--- config.mk ---
export PLATFORM = sky130hd
export DESIGN_NAME = reset_sequencer
export DESIGN_NICKNAME = d
export VERILOG_FILES = /design/src/rtl/reset_sequencer.sv
export SDC_FILE = /design/constraint.sdc
export NUM_CORES = 1
export LEC_CHECK = 0
export BUFFER_PORTS_ARGS = -buffer_cell sky130_fd_sc_hd__buf_4
export CAP_MARGIN = 20
export CORE_MARGIN = 5
export CORE_UTILIZATION = 53
export DETAILED_ROUTE_END_ITERATION = 10
export GPL_TIMING_DRIVEN = 0
export PLACE_DENSITY = 0.74
export SLEW_MARGIN = 40
export SYNTH_ARGS = -nofsm -noshare
export SYNTH_HDL_FRONTEND = slang
export SYNTH_SLANG_ARGS = --single-unit
--- constraint.sdc ---
create_clock -name CLK -period 1.5 [get_ports CLK]
set_input_delay 0.075 -clock CLK [delete_from_list [all_inputs] [get_ports CLK]]
set_output_delay 0.075 -clock CLK [all_outputs]
set_load 0.05 [all_outputs]
--- src/rtl/reset_sequencer.sv ---
// SoC reset generator: synchronizes PLL lock and the GRESET button, debounces the button,
// stretches reset after every cause, and reports the last cause and a saturating reset count.
module reset_sequencer #(
  parameter int SYNC_STAGES     = 2,
  parameter int DEBOUNCE_CYCLES = 65536,
  parameter int STRETCH_CYCLES  = 255
) (
  input  logic       CLK,
  input  logic       reset_in,
  input  logic       pll_locked,
  input  logic       button,
  output logic       sys_reset,
  output logic [1:0] reset_cause,
  output logic [7:0] rst_count
);

  localparam int DW = (DEBOUNCE_CYCLES > 1) ? $clog2(DEBOUNCE_CYCLES) : 1;
  localparam int SW = (STRETCH_CYCLES > 1) ? $clog2(STRETCH_CYCLES) : 1;
  localparam logic [DW-1:0] DB_LAST = DW'(DEBOUNCE_CYCLES - 1);
  localparam logic [SW-1:0] ST_LAST = SW'(STRETCH_CYCLES - 1);

  localparam logic [1:0] S_WAIT_LOCK = 2'd0;
  localparam logic [1:0] S_STRETCH   = 2'd1;
  localparam logic [1:0] S_RUN       = 2'd2;
  localparam logic [1:0] S_HOLD      = 2'd3;

  localparam logic [1:0] C_POR  = 2'b00;
  localparam logic [1:0] C_LOCK = 2'b01;
  localparam logic [1:0] C_BTN  = 2'b10;

  // Bit 0 carries pll_locked, bit 1 carries button; the last stage feeds all logic.
  logic [SYNC_STAGES-1:0][1:0] sync_q;
  logic                        lock_s, btn_s;

  always_ff @(posedge CLK or posedge reset_in) begin
    if (reset_in) sync_q <= '0;
    else          sync_q <= {sync_q[SYNC_STAGES-2:0], {button, pll_locked}};
  end

  assign lock_s = sync_q[SYNC_STAGES-1][0];
  assign btn_s  = sync_q[SYNC_STAGES-1][1];

  logic          btn_db_q, btn_db_d;
  logic [DW-1:0] db_cnt_q, db_cnt_d;

  always_comb begin
    btn_db_d = btn_db_q;
    db_cnt_d = '0;
    if (btn_s != btn_db_q) begin
      if (db_cnt_q == DB_LAST) btn_db_d = btn_s;
      else                     db_cnt_d = db_cnt_q + DW'(1);
    end
  end

  logic [1:0]    state_q, state_d;
  logic [SW-1:0] st_cnt_q, st_cnt_d;
  logic [1:0]    cause_q, cause_d;
  logic [7:0]    count_q, count_d;
  logic          count_inc;
  logic          sys_reset_q;

  // Lock loss is checked first in every state so it always wins over the button.
  always_comb begin
    state_d   = state_q;
    st_cnt_d  = st_cnt_q;
    cause_d   = cause_q;
    count_inc = 1'b0;
    case (state_q)
      S_WAIT_LOCK: begin
        if (lock_s) begin
          state_d  = S_STRETCH;
          st_cnt_d = '0;
        end
      end
      S_STRETCH: begin
        if (!lock_s)                 state_d = S_WAIT_LOCK;
        else if (btn_db_q)           state_d = S_HOLD;
        else if (st_cnt_q == ST_LAST) state_d = S_RUN;
        else                         st_cnt_d = st_cnt_q + SW'(1);
      end
      S_RUN: begin
        if (!lock_s) begin
          state_d   = S_WAIT_LOCK;
          cause_d   = C_LOCK;
          count_inc = 1'b1;
        end else if (btn_db_q) begin
          state_d   = S_HOLD;
          cause_d   = C_BTN;
          count_inc = 1'b1;
        end
      end
      default: begin
        if (!lock_s) begin
          state_d = S_WAIT_LOCK;
          cause_d = C_LOCK;
        end else if (!btn_db_q) begin
          state_d  = S_STRETCH;
          st_cnt_d = '0;
        end
      end
    endcase
    count_d = (count_inc && (count_q != 8'hFF)) ? count_q + 8'd1 : count_q;
  end

  always_ff @(posedge CLK or posedge reset_in) begin
    if (reset_in) begin
      btn_db_q    <= 1'b0;
      db_cnt_q    <= '0;
      state_q     <= S_WAIT_LOCK;
      st_cnt_q    <= '0;
      cause_q     <= C_POR;
      count_q     <= '0;
      sys_reset_q <= 1'b1;
    end else begin
      btn_db_q    <= btn_db_d;
      db_cnt_q    <= db_cnt_d;
      state_q     <= state_d;
      st_cnt_q    <= st_cnt_d;
      cause_q     <= cause_d;
      count_q     <= count_d;
      sys_reset_q <= (state_d != S_RUN);
    end
  end

  assign sys_reset   = sys_reset_q;
  assign reset_cause = cause_q;
  assign rst_count   = count_q;

endmodule

==> results of run 1 <==
## worst max-delay path, cell delays in order (launching register included)
cell	delay, ps
dfrtp_1	400
inv_2	90
ha_4	120
nand4b_1	110
or3_4	410
and4_4	200
mux2_4	250
## flip-flops by register name, indices dropped and copies added (netlist names)
| register | count |
|---|---|
| sync_q | 2 |
| state_q | 2 |
| rst_count | 8 |
| st_cnt_q | 8 |
| sys_reset | 1 |
| btn_db_q | 1 |
| reset_cause | 2 |
| lock_s | 1 |
| btn_s | 1 |
| db_cnt_q | 16 |
## per-layer routing
layer / vias up / share of wire / global-route usage
li1: 770 / - / -
met3: 17 / 0.032 / 0.0351
met4: 0 / 0.035 / 0.121
met1: 827 / 0.41 / 0.225
met5: - / 0 / 0
met2: 39 / 0.52 / 0.310
## cell families (layout without fill, tap and decap cells)
kind of cell | count (synthesis) | after routing | share of synthesized area
buf+inv | 10 | 65 | 0.0216
simple gates | 83 | 83 | 0.241
xor+xnor | 20 | 20 | 0.0866
mux | 6 | 6 | 0.0315
flops | 42 | 42 | 0.520
compound gates | 20 | 20 | 0.0742
fa+ha+maj | 4 | 4 | 0.0247
## cell type report
class / instances / share of cell area
Buffer: 3 / 0.00846
Clock buffer: 6 / 0.0294
Clock inverter: 1 / 0.0107
Inverter: 7 / 0.0102
Multi-Input combinational cell: 133 / 0.401
Sequential cell: 42 / 0.378
Tap cell: 48 / 0.0214
Timing Repair Buffer: 48 / 0.141
## path summary, 6_finish.rpt
check                               endpoint  slack [ps]
worst max-delay path             st_cnt_q[0]        -200
worst min-delay path                   btn_s         350
worst max register to register   st_cnt_q[0]        -200
worst min register to register         btn_s         350
max in group asynchronous       rst_count[0]         740
min in group asynchronous       rst_count[7]         380
## through the flow
stage	hold WS [ps]	TNS [ps]
finish	350	-1350
global route	355	-3680
CTS	352	-2210
detailed placement	157	-3340
global placement	184	-4140
floorplan	106	-726
## cell usage in the layout (no fill, tap or decap), types with 2 or more instances in the layout
cell,netlist,layout
buf_4,1,41
a21boi_1,2,2
nor2_2,0,6
and4_4,1,3
nor2_1,16,10
nor4_1,3,2
dlygate4sd3_1,0,3
inv_1,7,5
xor2_1,7,7
dfrtp_2,0,9
buf_6,0,5
nand4_1,8,8
o21ai_0,3,2
nor3_1,4,2
mux2_4,0,3
nor2b_1,3,2
nand3_1,9,8
mux2i_1,3,2
nand2_1,14,13
nor3_4,0,2
o31ai_1,2,2
nand4_4,0,2
clkbuf_8,0,6
nor4_4,0,2
and4_1,4,2
ha_4,0,3
and3_1,2,2
dfrtp_1,41,32
a21oi_2,0,2
nand2b_1,3,3
xnor2_1,13,13
## report_power, final
group          switching (mW)  internal, mW
clock network           0.376         0.533
registers              0.0275          1.16
logic                  0.0911        0.0992
total                   0.494          1.79
## what timing repair did
action | in CTS | in global routing
buffers inserted | 20 | 11
hold buffers | 3 | 0
gates cloned | 1 | 0
resized for setup | 30 | 20
setup endpoints to repair | 29 | 35
pin swaps | 20 | 19
hold endpoints to repair | 43 | 0
==> run summary, run 1 <==
Arrival @ worst endpoint - 1880 ps
Max Cap Violations - 0
Area of the multi-input gates - 1130 um2
Placer Congestion - 0.897
Cells after DPL - 247
CTS Sinks - 42
Final ANT Viol Nets - 0
Static leakage - 1.25 nW
DRC errors left - 0
Number of fill cells - 232
FMAX - 0.590 GHz
Hold Path Class - flip-flop to flip-flop
Worst Max-Slew Pin Slew - 501 ps
Pin count of the biggest net entering global routing - 43
Finished Cell Area - 2810 um2
# rows - 22
Clock transition at the registers of the reported paths - 80 ps
Startpoint Class - flip-flop
Final hold violation count - 0
Ys Warns - 0
Initial Util - 0.549
Synth Cell Area - 2020 um2
CTS tree - yes
DIE AREA - 5150 um2
Top-count cell post-synth - dfrtp_1
Vias in the first global route - 1625
Outcome - finished with violations
Sequential cell area - 1060 um2
Synth top cells by count - dfrtp_1, nor2_1, nand2_1
DR vias - 1653
Worst vdd ir - 0.000682 V
WL per Instance - 16.4 um
Final Skew - 10.8 ps
RSZ-0062 raised after global routing - yes
Share of cells above drive strength 1 - 0.429
Top cell type by total area after synthesis - dfrtp_1
CP endpoint kind - flip-flop
CP max FO - 2
Die Height - 71.8 um
Port-buffer cells - 14
Max-slew violation count - 0
Max-slew headroom at the worst pin - 0.666
CTS Root Cell - clkbuf_8
Final std cells w/o fill - 288
Register area share after synthesis - 0.520
DP Area - 2230 um2
Number of synthesized register bits - 42
Asr flop ratio synth - 1.00
Die span in x - 71.8 um
# IOs - 15
Synth cell types - 47
Gr usage total - 0.188
# nets final - 248
Routed vias/inst - 5.74
Setup ws final - -196 ps
Mapped Avg Cell Area - 10.9 um2
Clock Path Buffers - 2
Global route overflow - 0
CTS H-tree depth - 2
Area contributors post-synth - dfrtp_1, xnor2_1, xor2_1
Final Total Pwr - 2.28 mW
Detailed Route WL - 4730 um
Syn-to-layout area delta - 38.9%
Initial antenna violation count - 0
Core area - 3690 um2
Reg2Reg Depth - 6
Failing checks - negative setup slack
Pre-CTS WS - -230 ps
Most used DFF post-synth - dfrtp_1
Period utilisation layout - 1.13
First-pass GRT wire length - 7520 um
Drt first pass iters - 4
Crit path from - st_cnt_q[0]
TritonCTS Buffers - 5
CP required - 1680 ps
Tmin final - 1700 ps
Syn_nets - 193
Setup CP Type - flip-flop to flip-flop
Clock Latency Late Sink - 290 ps
Cells after synthesis - 185
Iter 0 DRT Violations - 120
Critical hold path startpoint - sync_q[1]
Setup violators final - 15
Power per cell area - 812 nW/um2
Final core utilization - 0.762
Hold depth - 0
Yosys top cell area share - 0.507
HPWL after detailed placement - 2600 um
ANT cells - 0
Reg-to-Reg Start - st_cnt_q[0]
EDFF count, synth - 0
No activity file was read; power rests on OpenSTA's default activity.
==> run 2, diff against run 1 <==
--- a/config.mk
+++ b/config.mk
@@ -5,13 +5,14 @@
 export SDC_FILE = /design/constraint.sdc
 export NUM_CORES = 1
 export LEC_CHECK = 0
+export ABC_AREA = 1
 export BUFFER_PORTS_ARGS = -buffer_cell sky130_fd_sc_hd__buf_4
 export CAP_MARGIN = 20
 export CORE_MARGIN = 5
-export CORE_UTILIZATION = 53
+export CORE_UTILIZATION = 54
 export DETAILED_ROUTE_END_ITERATION = 10
 export GPL_TIMING_DRIVEN = 0
-export PLACE_DENSITY = 0.74
+export PLACE_DENSITY = 0.75
 export SLEW_MARGIN = 40
 export SYNTH_ARGS = -nofsm -noshare
 export SYNTH_HDL_FRONTEND = slang
==> run summary, run 2 <==
Outcome - finished, final reports clean
Hold depth - 0
Reg2reg setup slack - 120 ps
Synth Cell Area - 2210 um2
# IOs - 15
Static leakage - 1.23 nW
Max-slew headroom at the worst pin - 0.665
CTS H-tree depth - 2
Drt first pass iters - 4
CP max FO - 7
Clock Latency Late Sink - 290 ps
Hold Path Class - flip-flop to flip-flop
# rows - 23
HPWL after detailed placement - 3000 um
First-pass GRT wire length - 7810 um
Power per cell area - 838 nW/um2
Global route overflow - 0
# nets final - 314
Reg-to-Reg Start - db_cnt_q[0]
EDFF count, synth - 0
Top cell type by total area after synthesis - dfrtp_1
Setup violators final - 0
CP max stage delay - 370 ps
DR vias - 1883
Number of synthesized register bits - 42
Mapped Avg Cell Area - 7.97 um2
Max Cap Violations - 0
FF-to-FF End - btn_db_q
Initial antenna violation count - 0
Core area - 4000 um2
Critical hold path startpoint - sync_q[0]
CTS Sinks - 42
Worst Max-Slew Pin Slew - 502 ps
Final Skew - 7.22 ps
FMAX - 0.724 GHz
Placer Congestion - 0.783
Commonest non-fill, non-tap cells in the layout - nand2_1, dfrtp_1, inv_1, nor2_1, nand3_1
Reg2Reg Depth - 6
WL per Instance - 12.2 um
CP cell instances - ha_2 > nand3_2 > nor2_4 > nand2_2 > o21ai_0 > nand2_1
DP Area - 2400 um2
Arrival @ worst endpoint - 1560 ps
Worst vdd ir - 0.000500 V
Most common cell after layout, fill and taps aside - nand2_1
Syn_nets - 286
Endpoint, Worst Hold - lock_s
Largest Register - db_cnt_q
Tmin final - 1380 ps
Pin count of the biggest net entering global routing - 43
DRC errors left - 0
ANT cells - 0
Gr usage total - 0.183
CTS tree - yes
Die Height - 74.0 um
Number of fill cells - 337
Port-buffer cells - 14
Iter 0 DRT Violations - 112
DIE AREA - 5480 um2
Setup CP Type - flip-flop to flip-flop
Synth top cells by count - nand2_1, dfrtp_1, inv_1
RSZ-0062 raised after global routing - no
Final Total Pwr - 2.19 mW
Die span in x - 74.0 um
CTS Root Cell - clkbuf_8
Synth cell types - 29
Ys Warns - 0
Max-slew violation count - 0
Finished Cell Area - 2610 um2
Final ANT Viol Nets - 0
Routed vias/inst - 5.27
CP endpoint kind - flip-flop
Detailed Route WL - 4360 um
Clock Path Buffers - 2
Top-count cell post-synth - nand2_1
TritonCTS Buffers - 5
Final hold violation count - 0
Clock transition at the registers of the reported paths - 80 ps
Most used DFF post-synth - dfrtp_1
Period utilisation layout - 0.921
CP required - 1680 ps
Cells after synthesis - 278
Asr flop ratio synth - 1.00
CP max-delay cell - dfrtp_1
Register area share after synthesis - 0.475
Largest register FFs - 16
Syn-to-layout area delta - 17.9%
Vias in the first global route - 1828
Yosys top cell area share - 0.463
Share of cells above drive strength 1 - 0.192
Startpoint Class - flip-flop
Initial Util - 0.554
Area contributors post-synth - dfrtp_1, nand2_1, nand3_1
run 2: cell types whose count changed in the layout (fill, tap and decap cells not counted), sizes merged, moves of 5 or more:
cell / before / now
inv: 7 / 36
nor4: 5 / 0
and4: 5 / 0
buf: 48 / 20
o21ai: 3 / 18
xnor2: 13 / 3
nor2: 16 / 34
nand2: 14 / 77
nand3: 9 / 29
run 2: what timing repair did:
action / in CTS / in global routing
gates resized for setup: 5 / 9
buffers inserted: 0 / 4
endpoints found under the hold margin: 43 / 0
hold buffers: 3 / 0
setup endpoints to repair: 7 / 18
run 2: how the worst max path moves through the flow:
| stage | from | cells past startpoint | slack (ps) | endpoint |
|---|---|---|---|---|
| finish | db_cnt_q[0] | 6 | 120 | btn_db_q |
| detailed placement | db_cnt_q[0] | 7 | -80 | btn_db_q |
| global route | db_cnt_q[3] | 6 | 10 | db_cnt_q[15] |
| CTS | rst_count[0] | 7 | 8 | rst_count[4] |
| global placement | reset_in | 2 | -240 | rst_count[3] |
| floorplan | rst_count[0] | 8 | 10 | rst_count[4] |
run 2: layout make-up:
| type | count | area, um2 | share of cell area |
|---|---|---|---|
| well taps | 50 | 62.6 | 0.0240 |
| plain buffers | 3 | 27.5 | 0.0105 |
| clock inverters | 1 | 30.0 | 0.0115 |
| repair buffers | 21 | 165 | 0.0632 |
| multi-input cells | 197 | 1050 | 0.402 |
| clock buffers | 7 | 76.3 | 0.0292 |
| inverters | 36 | 140 | 0.0537 |
| flip-flops and latches | 42 | 1060 | 0.405 |
run 2: cells by family after synthesis:
group	share of synthesized area
compound gates	0.0622
xor+xnor	0.0475
fa+ha+maj	0.0226
buf+inv	0.0740
flops	0.475
simple gates	0.319
run 2: per-layer routing:
metal / track usage / share of wire / vias up / wire length, um
li1: - / - / 943 / -
met1: 0.221 / 0.43 / 895 / 1890
met2: 0.319 / 0.51 / 39 / 2210
met3: 0.0486 / 0.048 / 6 / 209
met4: 0.0563 / 0.012 / 0 / 54
met5: 0 / 0 / - / 0
run 2: metrics by stage:
stage	hold slack, ps	setup WS [ps]	utilization	setup TNS [ps]	cells
2_1_floorplan	106	14.2	-	0	278
4_1_cts	364	7.79	0.638	0	353
5_1_grt	386	10.8	0.653	0	357
3_5_place_dp	161	-80.3	0.601	-288	342
3_3_place_gp	185	-235	0.600	-5130	342
6_report	360	118	0.653	0	357
run 2: report_power, final:
part	switching (mW)	internal, mW	leakage (nW)	total (mW)
Clock	0.375	0.498	0.0524	0.873
Combinational	0.0903	0.0483	0.619	0.139
Sequential	0.0221	1.16	0.560	1.18
run 2: critical path: cells and delay by family (launching register included):
| family | cells | cell delay, ps |
|---|---|---|
| AO/OA/AOI/OAI | 1 | 180 |
| adder cells (fa/ha/maj) | 1 | 210 |
| flip-flops | 1 | 370 |
| AND/OR/NAND/NOR | 4 | 510 |
